$ cat src/rtl/dcache_pkg.sv
// Shared types, line-field positions and address helpers for the direct-mapped
// data cache controller.
package dcache_pkg;

    localparam int ADDR_W    = 32;
    localparam int DATA_W    = 32;
    localparam int IDX_W     = 6;
    localparam int LINE_W    = 57;
    localparam int NUM_LINES = 1 << IDX_W;
    localparam int TAG_WIDTH = ADDR_W - 2 - IDX_W;

    localparam int VALID_BIT = 56;
    localparam int TAG_MSB   = 55;
    localparam int TAG_LSB   = 32;
    localparam int DATA_MSB  = 31;

    typedef enum logic [2:0] {
        S_FLUSH  = 3'd0,
        S_IDLE   = 3'd1,
        S_REFILL = 3'd2,
        S_WRITE  = 3'd3,
        S_RESP   = 3'd4
    } dcache_state_t;

    function automatic logic [TAG_WIDTH-1:0] tag_of(input logic [ADDR_W-1:0] addr);
        return TAG_WIDTH'(addr >> (ADDR_W - TAG_WIDTH));
    endfunction

    // Word-aligned addresses: the two byte-offset bits never select a line.
    function automatic logic [IDX_W-1:0] idx_of(input logic [ADDR_W-1:0] addr);
        return IDX_W'(addr >> 2);
    endfunction

endpackage

$ cat src/rtl/dcache_ctrl_if.sv
// Bus bundle joining the cache controller to the CPU load/store port, the line
// array and main memory; master is the controller's view.
interface dcache_ctrl_if
    import dcache_pkg::*;
#(
    parameter int ADDR_WIDTH          = ADDR_W,
    parameter int DATA_WIDTH          = DATA_W,
    parameter int CACHE_ADDRESS_WIDTH = IDX_W,
    parameter int CACHE_DATA_WIDTH    = LINE_W
);
    logic                           cpu_req;
    logic                           cpu_we;
    logic [ADDR_WIDTH-1:0]          cpu_addr;
    logic [DATA_WIDTH-1:0]          cpu_wdata;
    logic [DATA_WIDTH-1:0]          cpu_rdata;
    logic                           cpu_stall;
    logic                           flush;

    logic [CACHE_ADDRESS_WIDTH-1:0] cache_idx;
    logic [CACHE_DATA_WIDTH-1:0]    cache_line;
    logic                           cache_we;
    logic [CACHE_DATA_WIDTH-1:0]    cache_wline;

    logic                           mem_req;
    logic                           mem_we;
    logic [ADDR_WIDTH-1:0]          mem_addr;
    logic [DATA_WIDTH-1:0]          mem_wdata;
    logic                           mem_ack;
    logic [DATA_WIDTH-1:0]          mem_rdata;

    logic [31:0]                    hit_count;
    logic [31:0]                    miss_count;

    modport master (
        input  cpu_req, cpu_we, cpu_addr, cpu_wdata, flush,
        input  cache_line, mem_ack, mem_rdata,
        output cpu_rdata, cpu_stall, cache_idx, cache_we, cache_wline,
        output mem_req, mem_we, mem_addr, mem_wdata, hit_count, miss_count
    );

    modport slave (
        output cpu_req, cpu_we, cpu_addr, cpu_wdata, flush,
        output cache_line, mem_ack, mem_rdata,
        input  cpu_rdata, cpu_stall, cache_idx, cache_we, cache_wline,
        input  mem_req, mem_we, mem_addr, mem_wdata, hit_count, miss_count
    );
endinterface

$ cat src/rtl/dcache_perf_ctr.sv
// Load hit/miss event counters; both wrap silently at 2^WIDTH.
module dcache_perf_ctr
    import dcache_pkg::*;
#(
    parameter int WIDTH = DATA_W
) (
    input  logic             clk,
    input  logic             rst_n,
    input  logic             i_hit_inc,
    input  logic             i_miss_inc,
    output logic [WIDTH-1:0] o_hit_count,
    output logic [WIDTH-1:0] o_miss_count
);
    logic [WIDTH-1:0] r_hit;
    logic [WIDTH-1:0] r_miss;

    always_ff @(posedge clk) begin
        if (!rst_n) begin
            r_hit  <= '0;
            r_miss <= '0;
        end else begin
            if (i_hit_inc)  r_hit  <= r_hit + WIDTH'(1);
            if (i_miss_inc) r_miss <= r_miss + WIDTH'(1);
        end
    end

    assign o_hit_count  = r_hit;
    assign o_miss_count = r_miss;
endmodule

$ cat src/rtl/dcache_ctrl.sv
// Miss/refill and write-through controller for the 64-line direct-mapped data
// cache: hit detection, CPU stall, memory handshake and full-cache invalidate.
module dcache_ctrl
    import dcache_pkg::*;
#(
    parameter int ADDR_WIDTH          = ADDR_W,
    parameter int DATA_WIDTH          = DATA_W,
    parameter int CACHE_ADDRESS_WIDTH = IDX_W,
    parameter int CACHE_DATA_WIDTH    = LINE_W
) (
    input  logic          clk,
    input  logic          rst_n,
    dcache_ctrl_if.master bus
);
    dcache_state_t                  r_state;
    dcache_state_t                  w_next;
    logic [CACHE_ADDRESS_WIDTH-1:0] r_sweep;
    logic                           r_flush_pend;
    logic                           r_mem_req;
    logic                           r_mem_we;
    logic [DATA_WIDTH-1:0]          r_rdata;

    logic [ADDR_WIDTH-1:0]          w_addr;
    logic [TAG_WIDTH-1:0]           w_tag;
    logic                           w_hit;
    logic                           w_idle_load;
    logic                           w_cache_we;
    logic [CACHE_DATA_WIDTH-1:0]    w_wline;
    logic [CACHE_ADDRESS_WIDTH-1:0] w_idx;
    logic                           w_stall;
    logic [DATA_WIDTH-1:0]          w_cpu_rdata;

    assign w_addr = bus.cpu_addr;
    assign w_tag  = tag_of(w_addr);
    assign w_hit  = bus.cache_line[VALID_BIT] && (bus.cache_line[TAG_MSB:TAG_LSB] == w_tag);

    // A flush in IDLE pre-empts any request presented in the same cycle.
    assign w_idle_load = (r_state == S_IDLE) && !bus.flush && bus.cpu_req && !bus.cpu_we;

    always_ff @(posedge clk) begin
        if (!rst_n) r_state <= S_FLUSH;
        else        r_state <= w_next;
    end

    always_comb begin
        w_next = r_state;
        case (r_state)
            S_FLUSH:  if (&r_sweep) w_next = S_IDLE;
            S_IDLE: begin
                if (bus.flush)                w_next = S_FLUSH;
                else if (bus.cpu_req) begin
                    if (bus.cpu_we)           w_next = S_WRITE;
                    else if (!w_hit)          w_next = S_REFILL;
                end
            end
            S_REFILL: if (bus.mem_ack) w_next = S_RESP;
            S_WRITE:  if (bus.mem_ack) w_next = S_RESP;
            S_RESP:   w_next = (r_flush_pend || bus.flush) ? S_FLUSH : S_IDLE;
            default:  w_next = S_FLUSH;
        endcase
    end

    always_comb begin
        w_cache_we  = 1'b0;
        w_wline     = '0;
        w_stall     = 1'b1;
        w_cpu_rdata = r_rdata;
        w_idx       = idx_of(w_addr);
        case (r_state)
            S_FLUSH: begin
                w_cache_we = 1'b1;
                w_idx      = r_sweep;
            end
            S_IDLE: begin
                w_stall     = bus.flush || (bus.cpu_req && (bus.cpu_we || !w_hit));
                w_cpu_rdata = bus.cache_line[DATA_MSB:0];
            end
            S_REFILL: begin
                w_cache_we = bus.mem_ack;
                w_wline    = {1'b1, w_tag, bus.mem_rdata};
            end
            S_WRITE: begin
                w_cache_we = bus.mem_ack && w_hit;
                w_wline    = {1'b1, w_tag, bus.cpu_wdata};
            end
            S_RESP:  w_stall = 1'b0;
            default: ;
        endcase
    end

    // Memory strobes are registered off the next state so they never glitch.
    always_ff @(posedge clk) begin
        if (!rst_n) begin
            r_sweep      <= '0;
            r_flush_pend <= 1'b0;
            r_mem_req    <= 1'b0;
            r_mem_we     <= 1'b0;
            r_rdata      <= '0;
        end else begin
            r_sweep   <= (r_state == S_FLUSH) ? r_sweep + CACHE_ADDRESS_WIDTH'(1) : '0;
            r_mem_req <= (w_next == S_REFILL) || (w_next == S_WRITE);
            r_mem_we  <= (w_next == S_WRITE);
            if (w_next == S_FLUSH)
                r_flush_pend <= 1'b0;
            else if (bus.flush && (r_state == S_REFILL || r_state == S_WRITE || r_state == S_RESP))
                r_flush_pend <= 1'b1;
            if (r_state == S_REFILL && bus.mem_ack)
                r_rdata <= bus.mem_rdata;
        end
    end

    dcache_perf_ctr #(.WIDTH(32)) u_perf (
        .clk          (clk),
        .rst_n        (rst_n),
        .i_hit_inc    (w_idle_load && w_hit),
        .i_miss_inc   (w_idle_load && !w_hit),
        .o_hit_count  (bus.hit_count),
        .o_miss_count (bus.miss_count)
    );

    assign bus.cache_we    = w_cache_we && rst_n;
    assign bus.cache_wline = w_wline;
    assign bus.cache_idx   = w_idx;
    assign bus.cpu_stall   = w_stall;
    assign bus.cpu_rdata   = w_cpu_rdata;
    assign bus.mem_req     = r_mem_req;
    assign bus.mem_we      = r_mem_we;
    assign bus.mem_addr    = w_addr;
    assign bus.mem_wdata   = bus.cpu_wdata;
endmodule

$ cat src/flat_wrapper.sv
// flat-port wrapper written by rule: the top's interface ports become plain ports
module dcache_ctrl_flat import dcache_pkg::*;
#(
    parameter int ADDR_WIDTH          = ADDR_W,
    parameter int DATA_WIDTH          = DATA_W,
    parameter int CACHE_ADDRESS_WIDTH = IDX_W,
    parameter int CACHE_DATA_WIDTH    = LINE_W
)
  (clk, rst_n, bus_cpu_req, bus_cpu_we, bus_cpu_addr, bus_cpu_wdata, bus_flush, bus_cache_line, bus_mem_ack, bus_mem_rdata, bus_cpu_rdata, bus_cpu_stall, bus_cache_idx, bus_cache_we, bus_cache_wline, bus_mem_req, bus_mem_we, bus_mem_addr, bus_mem_wdata, bus_hit_count, bus_miss_count);
  dcache_ctrl_if #(.ADDR_WIDTH(ADDR_WIDTH), .DATA_WIDTH(DATA_WIDTH), .CACHE_ADDRESS_WIDTH(CACHE_ADDRESS_WIDTH), .CACHE_DATA_WIDTH(CACHE_DATA_WIDTH)) bus_i ();
  input  logic clk;
  input  logic rst_n;
  input wire logic [$bits(bus_i.cpu_req)-1:0] bus_cpu_req;
  input wire logic [$bits(bus_i.cpu_we)-1:0] bus_cpu_we;
  input wire logic [$bits(bus_i.cpu_addr)-1:0] bus_cpu_addr;
  input wire logic [$bits(bus_i.cpu_wdata)-1:0] bus_cpu_wdata;
  input wire logic [$bits(bus_i.flush)-1:0] bus_flush;
  input wire logic [$bits(bus_i.cache_line)-1:0] bus_cache_line;
  input wire logic [$bits(bus_i.mem_ack)-1:0] bus_mem_ack;
  input wire logic [$bits(bus_i.mem_rdata)-1:0] bus_mem_rdata;
  output wire logic [$bits(bus_i.cpu_rdata)-1:0] bus_cpu_rdata;
  output wire logic [$bits(bus_i.cpu_stall)-1:0] bus_cpu_stall;
  output wire logic [$bits(bus_i.cache_idx)-1:0] bus_cache_idx;
  output wire logic [$bits(bus_i.cache_we)-1:0] bus_cache_we;
  output wire logic [$bits(bus_i.cache_wline)-1:0] bus_cache_wline;
  output wire logic [$bits(bus_i.mem_req)-1:0] bus_mem_req;
  output wire logic [$bits(bus_i.mem_we)-1:0] bus_mem_we;
  output wire logic [$bits(bus_i.mem_addr)-1:0] bus_mem_addr;
  output wire logic [$bits(bus_i.mem_wdata)-1:0] bus_mem_wdata;
  output wire logic [$bits(bus_i.hit_count)-1:0] bus_hit_count;
  output wire logic [$bits(bus_i.miss_count)-1:0] bus_miss_count;
  assign bus_i.cpu_req = bus_cpu_req;
  assign bus_i.cpu_we = bus_cpu_we;
  assign bus_i.cpu_addr = bus_cpu_addr;
  assign bus_i.cpu_wdata = bus_cpu_wdata;
  assign bus_i.flush = bus_flush;
  assign bus_i.cache_line = bus_cache_line;
  assign bus_i.mem_ack = bus_mem_ack;
  assign bus_i.mem_rdata = bus_mem_rdata;
  assign bus_cpu_rdata = bus_i.cpu_rdata;
  assign bus_cpu_stall = bus_i.cpu_stall;
  assign bus_cache_idx = bus_i.cache_idx;
  assign bus_cache_we = bus_i.cache_we;
  assign bus_cache_wline = bus_i.cache_wline;
  assign bus_mem_req = bus_i.mem_req;
  assign bus_mem_we = bus_i.mem_we;
  assign bus_mem_addr = bus_i.mem_addr;
  assign bus_mem_wdata = bus_i.mem_wdata;
  assign bus_hit_count = bus_i.hit_count;
  assign bus_miss_count = bus_i.miss_count;
  dcache_ctrl #(.ADDR_WIDTH(ADDR_WIDTH), .DATA_WIDTH(DATA_WIDTH), .CACHE_ADDRESS_WIDTH(CACHE_ADDRESS_WIDTH), .CACHE_DATA_WIDTH(CACHE_DATA_WIDTH)) u_core (.clk(clk), .rst_n(rst_n), .bus(bus_i));
endmodule
$ cat config.mk
export PLATFORM = sky130hd
export DESIGN_NAME = dcache_ctrl_flat
export DESIGN_NICKNAME = d
export VERILOG_FILES = /design/src/rtl/dcache_pkg.sv /design/src/rtl/dcache_ctrl_if.sv /design/src/rtl/dcache_perf_ctr.sv /design/src/rtl/dcache_ctrl.sv /design/src/flat_wrapper.sv
export SDC_FILE = /design/constraint.sdc
export NUM_CORES = 1
export LEC_CHECK = 0
export ABC_AREA = 1
export CAP_MARGIN = 10
export CORE_AREA = 2 2 150 152
export CTS_BUF_LIST = sky130_fd_sc_hd__clkbuf_8
export CTS_CLUSTER_DIAMETER = 50
export CTS_CLUSTER_SIZE = 8
export DETAILED_ROUTE_END_ITERATION = 8
export DIE_AREA = 0 0 152 154
export PLACE_DENSITY = 0.79
export SYNTH_ARGS = -nofsm -noshare
export SYNTH_HDL_FRONTEND = slang
export SYNTH_SLANG_ARGS = --single-unit
$ cat constraint.sdc
create_clock -name clk -period 1.8 [get_ports clk]
set_input_delay 0.18 -clock clk [delete_from_list [all_inputs] [get_ports clk]]
set_output_delay 0.18 -clock clk [all_outputs]
set_load 0.05 [all_outputs]
# Word level (Yosys, flattened, before mapping)
# Cells that the tools add are included.
dict set report word_totals {
  input_bits 159
  regBits 108
}
dict set report op_classes {
  n_reduce_logical 26
  muxes 13
  add_sub_neg 3
  eq_ne 7
  bitwise 1
}
# cell count
set op_table {}
lappend op_table {{one-hot mux 57 bit (2 select lines)} 1}
lappend op_table {{adder 32 x 1 -> 32 bit, second input constant} 2}
lappend op_table {{two-way mux 32 bit} 1}
lappend op_table {{equality test 24 bit} 1}
lappend op_table {{two-way mux 3 bit} 6}
lappend op_table {{equality test 3 x 2 -> 1 bit, second input constant} 4}
lappend op_table {{one-hot mux 3 bit (4 select lines)} 1}
lappend op_table {{logical AND 1 bit} 11}
lappend op_table {{adder 6 x 1 -> 6 bit, second input constant} 1}
lappend op_table {{zero test 3 bit} 2}
lappend op_table {{logical OR 1 bit} 6}
lappend op_table {{two-way mux 6 bit} 1}
lappend op_table {{AND reduction 6 bit} 1}
lappend op_table {{OR reduction 2 bit} 2}
lappend op_table {{equality test 3 x 1 -> 1 bit, second input constant} 1}
lappend op_table {{equality test 3 bit, second input constant} 1}
lappend op_table {{zero test 1 bit} 3}
lappend op_table {{one-hot mux 1 bit (3 select lines)} 1}
lappend op_table {{one-hot mux 1 bit (2 select lines)} 1}
lappend op_table {{AND reduction 2 bit} 1}
lappend op_table {{two-way mux 1 bit} 1}
lappend op_table {{NOT 1 bit} 1}

# Longest topological paths before layout
# Gate-level depths: netlist (run 1).
dict set report depth {
  depth_word 9
  depth_mapped 14
}

# Cells and area by module
# From an unflattened synthesis (run 1), not the netlist that was laid out.
dict set report unflattened {
  cells_unflattened 1145
  area_unflattened_um2 7293.2
}
# module area_each_um2 cells_each instances
set by_module_without_submodules {}
lappend by_module_without_submodules {dcache_ctrl 3723.6 583 1}
lappend by_module_without_submodules {dcache_perf_ctr 3569.7 562 1}

# Worst setup path before layout (run 1)
# OpenSTA, ideal clock, no wires.
dict set report synth_timing {
  kind {register -> output}
  start {register u_core.r_state[2]}
  end {output port bus_cache_idx[0]}
  slack_ns -0.384
  t_arrival_ns 2.004
  path_stages_with_launch 7
  required_ns 1.620
  cell_sequence {dfxtp_1 -> nor2_1 -> inv_2 -> nor2_1 -> inv_1 -> clkbuf_1 -> o21ai_0}
}
dict set report synth_via {
  elab_chain_cells 2
}
# item line
set synth_lines {}
lappend synth_lines {{start: declaration} dcache_ctrl.sv:15} ;# dcache_state_t r_state;
lappend synth_lines {{start signal: assignment} dcache_ctrl.sv:42} ;# else r_state <= w_next;
lappend synth_lines {{zero test 3 bit} dcache_ctrl.sv:69} ;# case (r_state)
lappend synth_lines {{two-way mux 6 bit} dcache_ctrl.sv:69}
lappend synth_lines {{end: declaration} flat_wrapper.sv:23} ;# output wire logic [$bits(bus_i.cache_idx)-1:0] bus_cache_idx;
# Every way passes these cells.

# Worst setup path in the final report (run 1)
dict set report layout_timing {
  start {register u_core.r_state[1]}
  end {output port bus_cpu_rdata[2]}
}
dict set report layout_via {
  elab_chain_cells 2
}
# item line
set layout_lines {}
lappend layout_lines {{equality test 3 x 1 -> 1 bit} dcache_ctrl.sv:69}
lappend layout_lines {{two-way mux 32 bit} dcache_ctrl.sv:69}
lappend layout_lines {{end: declaration} flat_wrapper.sv:21} ;# output wire logic [$bits(bus_i.cpu_rdata)-1:0] bus_cpu_rdata;
# Every way passes these cells.

==> impl_metrics.toml, run 1 <==
[die]
die_h_um = 154
initial_core_util = 0.3465
dieArea_um2 = 23410
rows = 54
die_x_um = 152
pin_count = 386
core_area_um2 = 21690

[drt]
wirelength_mm = 36.89
drt_iter0_drc = 576
firstDrtPassIters = 5
remaining_drc_errors = 0
viasPerCell = 5.153
wire_per_inst_um = 18.89
via_count = 10063
detail-route-antenna-nets = 0

[grt]
grt_max_degree = 65
antenna_found_initial = 3
grt_usage = 0.2739
grt_pass1_wl_mm = 51.51
overflow = 0
grt_pass1_vias = 9455

[cts]
path_clk_slew_ns = 0.10
htree_levels = 3
cts_tree = "done"
clock_sinks = 108
clockBufferDepth = 2
cts_buffers = 9
insertion_delay_ns = 0.40
root_buffer = "clkbuf_8"

[timing]
hold_slack_ns = 0.1867
min_period_over_period = 1.082
max_freq_mhz = 513.6
worstMarginPinSlew_ns = 0.6599
setup_viol = 87
finClkSkew_ns = 0.02088
setup_ws_ns = -0.1471
rsz0062_at_grt = "yes"
finalMaxSlewViolations = 0
relSlewSlack = 0.5600
fin_crit_ns = 1.947
finalHoldViolations = 0

[worst_setup_path]
worstRegToRegCells = 12
cp_max_fo = 8
cp.required_ns = 1.62
arrival_ns = 1.77
crit_path_start_kind = "register"
critical_path_class = "reg -> out"
r2r_start = "u_core.r_state[1]"
reg2reg_setup_slack_ns = 0.05
rr_endpoint = "u_core.u_perf.o_hit_count[26]"
setup.worst_path.end_class = "output port"

[power]
power.share.clock = 0.291
power_frac_comb = 0.258
intPower_uw = 3595
cellLeakagePower_uw = 0.006529
sequentialPowerShare = 0.451
vdd_drop_max_mv = 0.3648
power_switching_uw = 1699
power_density_nw_per_um2 = 365.1
swShare = 0.3209
p_total_uw = 5294

[synthesis]
synthArstFlopShare = 0
ys_top_cells_by_area = "dfxtp_1, nand2_1, inv_1"
syn-num-nets = 1383
synth-main-ff-cell = "dfxtp_1"
synth_cell_type_count = 39
synth_commonest_cells = "nand2_1, inv_1, nor2_1, dfxtp_1, o21ai_0"
netlist_area_um2 = 7515
avgSynthCellArea_um2 = 6.155
yosys_warnings = 0
synth-edff-count = 0
synth_top_area_cell = "dfxtp_1"
synth_top_area_share = 0.2877
synth.yosys.seq_area_share = 0.2877
synthCells = 1221
post-synth-top-count-cell = "nand2_1"
ys_ff_latch = 108

[hold_path]
hp-class = "in -> reg"
hold-path-endpoint = "u_core.u_perf.o_hit_count[2]"
timing.hold.worst.start = "rst_n"
min_path_cells = 3

[finish]
seq_area_um2 = 2207
final_nets = 1827
multi_input_area_um2 = 5131
post-route-cell-area_um2 = 14500
area_growth_pct = 92.92
drive_gt1_frac = 0.3689
fillers = 1744

[flow_run]
drv_cap = 0

[placed_design]
hpwl_mm = 25.73
gp_congestion = 0.9741
portBuffers = 381
placed_cell_area_um2 = 12440

[outcome]
status = "complete, but fails checks"
violations = "setup timing"
==> critical path, cell delays in order (launching register included) <==
cell and delay, ns:
dfxtp_2 0.35, nor2_2 0.12, inv_2 0.06, nor2_4 0.15
buf_8 0.15, inv_8 0.06, buf_16 0.15, nand2_1 0.07
nand2_1 0.09, buf_6 0.17
==> cell type report <==
type | instances | area share
multi-input combinational | 843 | 0.3539
sequential | 108 | 0.1522
inverter | 160 | 0.04315
antenna | 3 | 0.0005178
clock buffer | 10 | 0.009493
tap | 280 | 0.02416
clock inverter | 6 | 0.003625
timing repair buffer | 543 | 0.4129
==> repair_timing <==
action	in CTS	in global routing
setup buffers	19	12
hold buffers	0	0
gates cloned	6	7
pin swaps	28	30
gates resized for setup	279	236
endpoints found under the setup margin	140	147
==> cells by family (layout without fill, tap and decap cells) <==
| logic type | count (synthesis) | after routing | share of synthesized area |
|---|---|---|---|
| xor gates and xnor gates | 43 | 43 | 0.05012 |
| AOI/OAI and AO/OA | 177 | 177 | 0.1200 |
| other | 0 | 3 | 0 |
| and+or+nand+nor | 619 | 620 | 0.3665 |
| DFF | 108 | 108 | 0.2877 |
| adders and majority gates | 3 | 3 | 0.004996 |
| buffers and inverters | 271 | 719 | 0.1707 |
==> power by group through the flow <==
stage                     registers (µW)  logic, µW  clock network [µW]
after floorplan                     2450        584                   0
after CTS                           2400       1310                1570
after global placement              2450       1290                   0
final                               2390       1360                1540
after detailed placement            2450       1300                   0
after global routing                2390       1420                1650
==> worst max path at each step <==
stage                                   end               from  slack (ns)  depth (start not counted)
2_1_floorplan            bus_cache_wline[0]  u_core.r_state[1]       -0.31                          5
3_3_place_gp   u_core.u_perf.o_hit_count[5]   bus_cpu_addr[18]       -0.39                         12
3_5_place_dp   u_core.u_perf.o_hit_count[5]   bus_cpu_addr[27]       -0.48                         12
4_1_cts                       bus_cpu_stall  u_core.r_state[1]       -0.08                         10
5_1_grt                    bus_cpu_rdata[2]  u_core.r_state[1]       -0.20                          8
6_report                   bus_cpu_rdata[2]  u_core.r_state[1]       -0.15                          9
==> routing by layer <==
| layer | track usage | routed length, µm |
|---|---|---|
| met1 | 0.3396 | 14080 |
| met2 | 0.4725 | 18580 |
| met4 | 0.09390 | 1391 |
| met3 | 0.05722 | 2837 |
| met5 | 0 | 0 |
==> flip-flops by register name (all words and copies together), names as in the netlist <==
name	count
u_core.r_rdata	32
u_core.u_perf.o_hit_count	32
u_core.u_perf.o_miss_count	32
u_core.r_sweep	6
u_core.r_state	3
u_core.bus.mem_req	1
u_core.bus.mem_we	1
u_core.r_flush_pend	1
==> metrics by stage <==
stage                     utilization  setup TNS, ns  setup slack, ns  std cells
after floorplan                     -         -9.590          -0.3076       1221
after global placement         0.5734         -21.11          -0.3887       1890
after detailed placement       0.5734         -24.19          -0.4800       1890
after CTS                      0.6195         -2.223         -0.07932       1931
after global routing           0.6685         -12.10          -0.1982       1953
final                          0.6685         -4.728          -0.1471       1953
==> placed cells by master (no fill, tap or decap), types with 4 or more instances in the layout <==
master           count
a21oi_1             78
buf_12              79
buf_16               4
buf_4              174
buf_6               61
buf_8               13
clkbuf_16            5
clkbuf_8            10
clkdlybuf4s50_1    111
dfxtp_1             84
dfxtp_2             18
dfxtp_4              6
dlygate4sd2_1       85
dlymetal6s2s_1       5
inv_1              141
inv_2               15
nand2_1            255
nand2_2             55
nand2_4              5
nand3_1             40
nand3_2             26
nand3_4             11
nand4_1             35
nor2_1              68
nor2_2              16
nor2_4              32
nor3_1              27
nor3_2              17
nor3_4               4
nor3b_1              8
nor4_1               8
o21ai_0             41
o21ai_1             11
o21ai_2             30
o21ai_4              9
xnor2_1             11
xor2_1              31
Power figures use the tool's default switching activity.
==> run 2, diff against run 1 <==
--- a/config.mk
+++ b/config.mk
@@ -7,13 +7,13 @@
 export LEC_CHECK = 0
 export ABC_AREA = 1
 export CAP_MARGIN = 10
-export CORE_AREA = 2 2 150 152
+export CORE_AREA = 2 2 148 150
 export CTS_BUF_LIST = sky130_fd_sc_hd__clkbuf_8
 export CTS_CLUSTER_DIAMETER = 50
 export CTS_CLUSTER_SIZE = 8
 export DETAILED_ROUTE_END_ITERATION = 8
-export DIE_AREA = 0 0 152 154
-export PLACE_DENSITY = 0.79
+export DIE_AREA = 0 0 150 152
+export PLACE_DENSITY = 0.84
 export SYNTH_ARGS = -nofsm -noshare
 export SYNTH_HDL_FRONTEND = slang
 export SYNTH_SLANG_ARGS = --single-unit
==> constraint.sdc (replaced) <==
create_clock -name clk -period 1.7 [get_ports clk]
set_input_delay 0.17 -clock clk [delete_from_list [all_inputs] [get_ports clk]]
set_output_delay 0.17 -clock clk [all_outputs]
set_load 0.05 [all_outputs]
==> impl_metrics.toml, run 2 (synthesis results as in run 1) <==
[flow_run]
drv_cap = 0

[hold_path]
hold-path-endpoint = "u_core.u_perf.o_miss_count[18]"
min_path_cells = 3
timing.hold.worst.start = "rst_n"
hp-class = "in -> reg"

[cts]
path_clk_slew_ns = 0.10
insertion_delay_ns = 0.39
root_buffer = "clkbuf_8"
cts_tree = "done"
cts_buffers = 9
clockBufferDepth = 2
cts-hold-fix-buffers = 0
clock_sinks = 108
htree_levels = 3

[outcome]
violations = "setup timing"
status = "complete, but fails checks"

[worst_setup_path]
crit_path_top_delay_cell = "dfxtp_2"
crit_top_cell = "buf_6"
critical_path_class = "reg -> out"
crit_path_start_kind = "register"
crit_chain = "buf_6, nor2_4, buf_6, clkbuf_16, nand3_1, o21ai_2, buf_6"
arrival_ns = 1.73
cp_max_fo = 8
reg2reg_setup_slack_ns = -0.05
worstRegToRegCells = 10
r2r_start = "u_core.r_state[2]"
cp.required_ns = 1.53
rr_endpoint = "u_core.r_rdata[15]"
slowest_delay_ns = 0.35
setup.worst_path.end_class = "output port"

[finish]
utilization = 0.7055
fillers = 1553
final_cells = 1965
final_cell_mix = "nand2_1, buf_4, inv_1"
post-route-cell-area_um2 = 15060
drive_gt1_frac = 0.3951
final_nets = 1841
area_growth_pct = 100.4
final_common_cell = "nand2_1"

[timing]
finClkSkew_ns = 0.01981
worstMarginPinSlew_ns = 0.6493
min_period_over_period = 1.118
finalMaxSlewViolations = 0
setup_ws_ns = -0.1998
rsz0062_at_grt = "yes"
max_freq_mhz = 526.4
fin_crit_ns = 1.900
finalHoldViolations = 0
setup_viol = 109
hold_slack_ns = 0.1723
relSlewSlack = 0.5671

[placed_design]
hpwl_mm = 25.92
place_inst = 1910
placed_cell_area_um2 = 13060
portBuffers = 381
gp_congestion = 0.9485

[power]
p_total_uw = 5738
intPower_uw = 3961
power_density_nw_per_um2 = 380.9
power_frac_comb = 0.269
vdd_drop_max_mv = 0.3674
power_switching_uw = 1777
swShare = 0.3096
power.share.clock = 0.293
cellLeakagePower_uw = 0.006851
sequentialPowerShare = 0.438

[drt]
drt_iter0_drc = 566
remaining_drc_errors = 0
wirelength_mm = 37.37
wire_per_inst_um = 19.02
firstDrtPassIters = 5
detail-route-antenna-nets = 0
viasPerCell = 5.238
via_count = 10293

[die]
core_area_um2 = 21350
die_h_um = 152
initial_core_util = 0.3520
rows = 54
die_x_um = 150
pin_count = 386
dieArea_um2 = 22800

[grt]
grt_usage = 0.2837
antenna_found_initial = 2
grt_pass1_vias = 9855
overflow = 0
grt_pass1_wl_mm = 51.78
grt_max_degree = 65
-- run 2: worst max-delay path by stage --
| stage | endpoint | slack (ns) | from | cells past startpoint |
|---|---|---|---|---|
| floorplan | bus_cache_wline[23] | -0.23 | u_core.r_state[1] | 4 |
| global placement | u_core.u_perf.o_hit_count[21] | -0.51 | bus_cache_line[32] | 13 |
| detailed placement | u_core.u_perf.o_hit_count[4] | -0.61 | bus_cache_line[32] | 13 |
| CTS | bus_cache_wline[29] | -0.17 | u_core.r_state[2] | 6 |
| global route | bus_cache_wline[22] | -0.29 | u_core.r_state[2] | 7 |
| finish | bus_cache_wline[22] | -0.20 | u_core.r_state[2] | 7 |
-- run 2: critical path: cells and delay by family, from the launching register on --
| kind | cells | cell delay [ns] |
|---|---|---|
| buf+inv | 4 | 0.64 |
| compound gates | 1 | 0.09 |
| flops | 1 | 0.35 |
| simple gates | 2 | 0.28 |
-- run 2: metal layers --
metal | vias up | track usage | part of all wire
met3 | 145 | 0.06066 | 0.078
met1 | 4806 | 0.3055 | 0.34
met4 | 0 | 0.1217 | 0.059
met2 | 567 | 0.5264 | 0.52
li1 | 4775 | - | -
met5 | - | 0 | 0
-- run 2: final cells by class --
cell class,count,area [µm²],share of cell area
Inverter,160,610.6,0.04053
Tap cell,280,350.3,0.02326
Antenna cell,2,5.005,0.0003323
Sequential cell,108,2262,0.1502
Multi-Input combinational cell,842,5150,0.3419
Clock inverter,6,71.32,0.004735
Clock buffer,9,123.9,0.008223
Timing Repair Buffer,558,6490,0.4308
-- run 2: what timing repair did --
action,CTS,global route
setup endpoints to repair,185,167
cloned,1,14
resized for setup,185,247
setup buffers,6,17
pin swaps,10,50
-- run 2: power by group through the flow --
stage / clock [µW] / combinational, µW / sequential, µW
4_1_cts: 1720 / 1490 / 2520
2_1_floorplan: 0 / 632 / 2580
3_3_place_gp: 0 / 1470 / 2580
5_1_grt: 1800 / 1610 / 2510
6_report: 1680 / 1550 / 2510
3_5_place_dp: 0 / 1480 / 2580
-- run 2: through the flow --
stage	setup TNS (ns)	setup WS (ns)
after floorplan	-0.6337	-0.2292
after global placement	-30.96	-0.5149
after detailed placement	-37.21	-0.6096
after CTS	-13.41	-0.1736
after global routing	-26.45	-0.2925
final	-14.44	-0.1998
==> run 3, diff against run 2 <==
--- a/config.mk
+++ b/config.mk
@@ -10,7 +10,6 @@
 export CORE_AREA = 2 2 148 150
 export CTS_BUF_LIST = sky130_fd_sc_hd__clkbuf_8
 export CTS_CLUSTER_DIAMETER = 50
-export CTS_CLUSTER_SIZE = 8
 export DETAILED_ROUTE_END_ITERATION = 8
 export DIE_AREA = 0 0 150 152
 export PLACE_DENSITY = 0.84
==> results of run 3 <==
Final layout, timing and power as in run 2 (identical DEF).
